## src/rtl/fp_accumulate_ctrl.sv

```systemverilog
`default_nettype none
// ============================================================================
// Module   : fp_accumulate_ctrl
// Purpose  : Initiator-side sequencer for an external stb/ack float32 adder.
//            Reduces LEN elements of the incoming product stream into a
//            single sum and hands it to the result store.
// Ports    : clk, rst            clock / asynchronous active-high reset
//            in_data/_stb/_ack   element stream from upstream
//            add_a/_stb/_ack     running sum to adder input_a
//            add_b/_stb/_ack     new element to adder input_b
//            add_z/_stb/_ack     adder result back into the accumulator
//            sum_z/_stb/_ack     completed sum to downstream
// Options  : ACC_BYPASS_FIRST_EN - when defined, the first element of each
//            sum is loaded straight into the accumulator (no adder pass,
//            LEN-1 adder transactions per sum, sign of zero preserved).
//            When undefined, every element goes through the adder from a
//            +0.0 seed.
// Revision : 1.0 - initial release
// ============================================================================
module fp_accumulate_ctrl #(
    parameter int WIDTH = 32,
    parameter int LEN   = 4,
    parameter int CNT_W = 8
) (
    input  logic             clk,
    input  logic             rst,
    input  logic [WIDTH-1:0] in_data,
    input  logic             in_data_stb,
    output logic             in_data_ack,
    output logic [WIDTH-1:0] add_a,
    output logic             add_a_stb,
    input  logic             add_a_ack,
    output logic [WIDTH-1:0] add_b,
    output logic             add_b_stb,
    input  logic             add_b_ack,
    input  logic [WIDTH-1:0] add_z,
    input  logic             add_z_stb,
    output logic             add_z_ack,
    output logic [WIDTH-1:0] sum_z,
    output logic             sum_z_stb,
    input  logic             sum_z_ack
);

    localparam logic [1:0] c_st_get_in  = 2'd0;
    localparam logic [1:0] c_st_send    = 2'd1;
    localparam logic [1:0] c_st_wait_z  = 2'd2;
    localparam logic [1:0] c_st_put_sum = 2'd3;

    localparam logic [CNT_W-1:0] c_len = CNT_W'(LEN);

    logic [1:0]       r_state,       w_state_nxt;
    logic [WIDTH-1:0] r_acc,         w_acc_nxt;
    logic [CNT_W-1:0] r_cnt,         w_cnt_nxt;
    logic             r_in_data_ack, w_in_data_ack_nxt;
    logic [WIDTH-1:0] r_add_a,       w_add_a_nxt;
    logic             r_add_a_stb,   w_add_a_stb_nxt;
    logic [WIDTH-1:0] r_add_b,       w_add_b_nxt;
    logic             r_add_b_stb,   w_add_b_stb_nxt;
    logic             r_add_z_ack,   w_add_z_ack_nxt;
    logic [WIDTH-1:0] r_sum_z,       w_sum_z_nxt;
    logic             r_sum_z_stb,   w_sum_z_stb_nxt;

    logic             w_in_xfer;
    logic             w_a_xfer;
    logic             w_b_xfer;
    logic             w_z_xfer;
    logic             w_sum_xfer;
    logic [CNT_W-1:0] w_cnt_inc;
    logic             w_last;
    logic             w_bypass;

    // Transfers are qualified by state so stray stb/ack levels from a peer
    // that is not being addressed cannot advance the sequence.
    assign w_in_xfer  = (r_state == c_st_get_in)  & in_data_stb & r_in_data_ack;
    assign w_a_xfer   = (r_state == c_st_send)    & r_add_a_stb & add_a_ack;
    assign w_b_xfer   = (r_state == c_st_send)    & r_add_b_stb & add_b_ack;
    assign w_z_xfer   = (r_state == c_st_wait_z)  & add_z_stb   & r_add_z_ack;
    assign w_sum_xfer = (r_state == c_st_put_sum) & r_sum_z_stb & sum_z_ack;

    assign w_cnt_inc  = r_cnt + 1'b1;
    assign w_last     = (w_cnt_inc == c_len);

`ifdef ACC_BYPASS_FIRST_EN
    // First element of a sum skips the adder and seeds the accumulator.
    assign w_bypass = (r_cnt == '0);
`else
    assign w_bypass = 1'b0;
`endif

    always_comb begin
        w_state_nxt       = r_state;
        w_acc_nxt         = r_acc;
        w_cnt_nxt         = r_cnt;
        w_in_data_ack_nxt = r_in_data_ack;
        w_add_a_nxt       = r_add_a;
        w_add_a_stb_nxt   = r_add_a_stb;
        w_add_b_nxt       = r_add_b;
        w_add_b_stb_nxt   = r_add_b_stb;
        w_add_z_ack_nxt   = r_add_z_ack;
        w_sum_z_nxt       = r_sum_z;
        w_sum_z_stb_nxt   = r_sum_z_stb;

        case (r_state)
            c_st_get_in: begin
                // Also raises ack on the first edge after reset release.
                w_in_data_ack_nxt = 1'b1;
                if (w_in_xfer) begin
                    if (w_bypass) begin
                        w_acc_nxt = in_data;
                        w_cnt_nxt = w_cnt_inc;
                        if (w_last) begin
                            w_in_data_ack_nxt = 1'b0;
                            w_sum_z_nxt       = in_data;
                            w_sum_z_stb_nxt   = 1'b1;
                            w_state_nxt       = c_st_put_sum;
                        end
                    end else begin
                        w_in_data_ack_nxt = 1'b0;
                        w_add_a_nxt       = r_acc;
                        w_add_b_nxt       = in_data;
                        w_add_a_stb_nxt   = 1'b1;
                        w_add_b_stb_nxt   = 1'b1;
                        w_state_nxt       = c_st_send;
                    end
                end
            end

            c_st_send: begin
                if (w_a_xfer) begin
                    w_add_a_stb_nxt = 1'b0;
                end
                if (w_b_xfer) begin
                    w_add_b_stb_nxt = 1'b0;
                end
                // Both operands delivered (earlier or on this edge).
                if ((!r_add_a_stb || w_a_xfer) && (!r_add_b_stb || w_b_xfer)) begin
                    w_add_z_ack_nxt = 1'b1;
                    w_state_nxt     = c_st_wait_z;
                end
            end

            c_st_wait_z: begin
                if (w_z_xfer) begin
                    w_add_z_ack_nxt = 1'b0;
                    w_acc_nxt       = add_z;
                    w_cnt_nxt       = w_cnt_inc;
                    if (w_last) begin
                        w_sum_z_nxt     = add_z;
                        w_sum_z_stb_nxt = 1'b1;
                        w_state_nxt     = c_st_put_sum;
                    end else begin
                        w_in_data_ack_nxt = 1'b1;
                        w_state_nxt       = c_st_get_in;
                    end
                end
            end

            c_st_put_sum: begin
                if (w_sum_xfer) begin
                    w_sum_z_stb_nxt   = 1'b0;
                    w_acc_nxt         = '0;
                    w_cnt_nxt         = '0;
                    w_in_data_ack_nxt = 1'b1;
                    w_state_nxt       = c_st_get_in;
                end
            end

            default: begin
                w_state_nxt = c_st_get_in;
            end
        endcase
    end

    always_ff @(posedge clk or posedge rst) begin
        if (rst) begin
            r_state       <= c_st_get_in;
            r_acc         <= '0;
            r_cnt         <= '0;
            r_in_data_ack <= 1'b0;
            r_add_a       <= '0;
            r_add_a_stb   <= 1'b0;
            r_add_b       <= '0;
            r_add_b_stb   <= 1'b0;
            r_add_z_ack   <= 1'b0;
            r_sum_z       <= '0;
            r_sum_z_stb   <= 1'b0;
        end else begin
            r_state       <= w_state_nxt;
            r_acc         <= w_acc_nxt;
            r_cnt         <= w_cnt_nxt;
            r_in_data_ack <= w_in_data_ack_nxt;
            r_add_a       <= w_add_a_nxt;
            r_add_a_stb   <= w_add_a_stb_nxt;
            r_add_b       <= w_add_b_nxt;
            r_add_b_stb   <= w_add_b_stb_nxt;
            r_add_z_ack   <= w_add_z_ack_nxt;
            r_sum_z       <= w_sum_z_nxt;
            r_sum_z_stb   <= w_sum_z_stb_nxt;
        end
    end

    assign in_data_ack = r_in_data_ack;
    assign add_a       = r_add_a;
    assign add_a_stb   = r_add_a_stb;
    assign add_b       = r_add_b;
    assign add_b_stb   = r_add_b_stb;
    assign add_z_ack   = r_add_z_ack;
    assign sum_z       = r_sum_z;
    assign sum_z_stb   = r_sum_z_stb;

endmodule
`default_nettype wire
```

## config.mk

```make
export PLATFORM = sky130hd
export DESIGN_NAME = fp_accumulate_ctrl
export DESIGN_NICKNAME = d
export VERILOG_FILES = /design/src/rtl/fp_accumulate_ctrl.sv
export SDC_FILE = /design/constraint.sdc
export NUM_CORES = 1
export LEC_CHECK = 0
export ABC_CLOCK_PERIOD_IN_PS = 5500
export BUFFER_PORTS_ARGS = -buffer_cell sky130_fd_sc_hd__buf_4
export CAP_MARGIN = 5
export CELL_PAD_IN_SITES_DETAIL_PLACEMENT = 0
export CELL_PAD_IN_SITES_GLOBAL_PLACEMENT = 1
export CORE_MARGIN = 10
export CORE_UTILIZATION = 41
export DETAILED_ROUTE_END_ITERATION = 12
export MAX_ROUTING_LAYER = met4
export PLACE_DENSITY_LB_ADDON = 0.08
export SKIP_LAST_GASP = 1
export SYNTH_ARGS = -nofsm -noshare
export SYNTH_HDL_FRONTEND = slang
export SYNTH_SLANG_ARGS = --single-unit
```

## constraint.sdc

```tcl
create_clock -name clk -period 5.5 [get_ports clk]
set_input_delay 0.825 -clock clk [delete_from_list [all_inputs] [get_ports clk]]
set_output_delay 0.825 -clock clk [all_outputs]
set_load 0.1 [all_outputs]
```

==> impl_metrics.py <==
metrics = {
    "clock_tree": {
        "cts_made_buffers": 17,
        "clkTransAtPathRegs_ns": 0.06,
        "clock_latency_ns": 0.41,
        "cts_buffer_depth": 2,
        "htree_levels": 4,
        "cts_num_sinks": 143,
        "post-cts-setup-buffer-count": 0,
        "root_buffer": "clkbuf_16",
        "tritoncts": "done",
        "cts.repair.resized": 0,
        "hold_buffers": 0,
    },
    "yosys": {
        "synth_compound_area_share_pct": 7.61,
        "synth_warnings": 0,
        "ys_async_sr_fraction_pct": 100,
        "synth_seq_cells": 143,
        "yosysUniqueCellTypes": 42,
        "synth_xor_area_share_pct": 0,
        "synth_seq_area_share_pct": 63.6,
        "avgSynthCellArea_um2": 15.8,
        "synth_ff_type": "dfrtp_1",
        "synthSimpleGateAreaFrac_pct": 4.47,
        "synthAdderAreaFrac_pct": 0.223,
        "synthCells": 357,
        "synth_nets": 429,
        "synth_top_family_by_area": "multiplexers",
        "synth-edff-count": 0,
        "syn-cell-area_um2": 5620,
        "synth_mux_area_share_pct": 21.5,
    },
    "layout": {
        "diodes": 0,
        "nNetsFinal": 601,
        "drive_gt1_share_pct": 55.7,
        "fill_cells": 1151,
        "areaGrowthSynthToFinish_pct": 35.0,
    },
    "timing": {
        "slew_violations": 0,
        "setup-violations-final": 0,
        "rsz0062_at_grt": "false",
        "finClkSkew_ns": 0.0111,
        "fin_crit_sh_pct": 53.5,
        "setup_tns_ns": 0,
        "max_freq_mhz": 340,
        "hold_viol_final": 0,
        "whs_ns": 0.486,
        "relSlewSlack_pct": 38.8,
        "tightestPinTransition_ns": 0.916,
        "fin_crit_ns": 2.94,
    },
    "floorplan": {
        "rows": 42,
        "die_h_um": 137,
        "core_um2": 13300,
        "die_x_um": 137,
        "die_area_um2": 18800,
        "start_util_pct": 42.1,
        "io_pins": 172,
    },
    "detailed_routing": {
        "first_pass_iters": 4,
        "drc": 0,
        "initialDrtViolationCount": 156,
        "antenna_left": 0,
        "routed_via_density": 5.05,
        "wl_per_cell_um": 18.9,
        "totalWireLength_um": 13600,
        "dr_total_vias": 3616,
    },
    "setup_path": {
        "crit_required_ns": 5.79,
        "crit_path_start_kind": "flip-flop",
        "critical-path-max-stage-delay_ns": 0.92,
        "r2r_cells": 3,
        "crit_type": "reg -> reg",
        "reg2reg_from": "r_state[1]",
        "worstPathCellList": "and4b_2 > nand3_4 > mux2_4",
        "cp_max_fo": 40,
        "critPathBufInv": 0,
        "cp_slowest_cell": "and4b_2",
        "worstPathArrival_ns": 3.23,
        "worst_r2r_endpoint": "sum_z[21]",
        "critPathCaptureType": "flip-flop",
        "r2r_slack_ns": 2.56,
        "critPathTopFamily": "simple AND/OR/NAND/NOR gates",
    },
    "global_routing": {
        "grt_pass1_vias": 4022,
        "grt_max_degree": 101,
        "grt.overflow.total": 0,
        "grt_usage_pct": 15.3,
        "antenna_found_initial": 0,
        "grt_pass1_wl_um": 21500,
    },
    "place": {
        "io_buffers": 171,
        "dp_hpwl_um": 9560,
        "gp_congestion": 0.751,
    },
    "worst_hold_path": {
        "holdPathEnd": "add_b[6]",
        "whs_path_depth": 1,
        "hold_class": "reg -> reg",
        "min_from": "add_b[6]",
    },
    "job": {
        "cap_violations": 0,
    },
    "run_status": {
        "status": "complete, no violations",
    },
}
[metal layers]
layer,global-route usage [%],routed length [um]
met1,19.1,6130
met2,22.0,6160
met3,6.23,1090
met4,5.09,185
met5,-,0
[worst register-to-register path: cells and delay by family, from the launching register on]
kind	cells	cell delay, ns
multiplexers	1	0.54
flip-flops	1	0.56
AND/OR/NAND/NOR	2	1.71
[cells by family after synthesis]
kind of cell | count (synthesis)
flip-flops | 143
multiplexers | 98
AO/OA/AOI/OAI | 52
AND/OR/NAND/NOR | 38
buffers and inverters | 25
adder cells (fa/ha/maj) | 1
[stage by stage]
stage	setup WS [ns]	area [um^2]	util, %	cells
after floorplan	0.837	5620	-	357
after global placement	2.22	7040	52.7	686
after detailed placement	2.18	7040	52.7	686
after CTS	2.47	7590	56.9	716
after global routing	2.31	7590	56.9	716
final	2.56	7590	56.9	716
[cell usage after synthesis (2+ instances only)]
cell type	number	area, um^2
or2_2	2	12.5
nand2_1	7	26.3
a22o_1	33	289
nor4_1	2	12.5
buf_2	15	75.1
mux2i_1	2	20.0
a21oi_1	5	25.0
mux2_4	29	435
mux2_1	7	78.8
nor3_1	2	10.0
inv_1	4	15.0
or3_1	2	12.5
nand4_1	5	31.3
dfrtp_1	143	3580
buf_6	4	45.0
nand3_1	7	35.0
mux2_2	60	676
o21ai_0	3	15.0
clkbuf_1	2	7.51
[registers in the layout, indices dropped and copies added (netlist names)]
register / cells
add_b: 32
add_a: 32
add_b_stb: 1
sum_z_stb: 1
add_z_ack: 1
in_data_ack: 1
r_cnt: 8
sum_z: 32
add_a_stb: 1
r_acc: 32
r_state: 2
[placed cells by master, fill, tap and decap left out, types with 2 or more instances in the layout]
master / instances
mux2_2: 60
o21ai_0: 3
inv_1: 3
clkbuf_16: 17
a22o_1: 33
clkbuf_1: 4
nor3_2: 2
or2_2: 2
bufinv_16: 2
clkbuf_8: 2
nand3_1: 7
mux2_1: 7
or3_1: 2
nand2_1: 7
a21oi_1: 5
buf_4: 174
nor4_1: 2
mux2_4: 29
mux2i_1: 2
clkinv_2: 4
dfrtp_1: 143
nand4_1: 5
[worst max path at each step]
stage / start / end / slack, ns / depth (start not counted)
floorplan: rst / add_a[0] / 0.84 / 1
global placement: add_z_stb / sum_z[22] / 2.22 / 4
detailed placement: add_z_stb / sum_z[15] / 2.18 / 4
CTS: r_state[1] / sum_z[15] / 2.47 / 3
global route: r_state[1] / sum_z[15] / 2.31 / 3
finish: r_state[1] / sum_z[21] / 2.56 / 3
[final cells by class]
class	instances	area, um^2	share of cell area [%]
inverters	4	20.0	0.264
repair buffers	174	1310	17.2
clock buffers	23	468	6.16
multi-input cells	189	1910	25.2
flip-flops and latches	143	3580	47.1
well taps	176	220	2.90
clock inverters	7	87.6	1.15
Power is not shown: default switching activity piles up to over one toggle a cycle in this logic, so the estimate is an artifact.
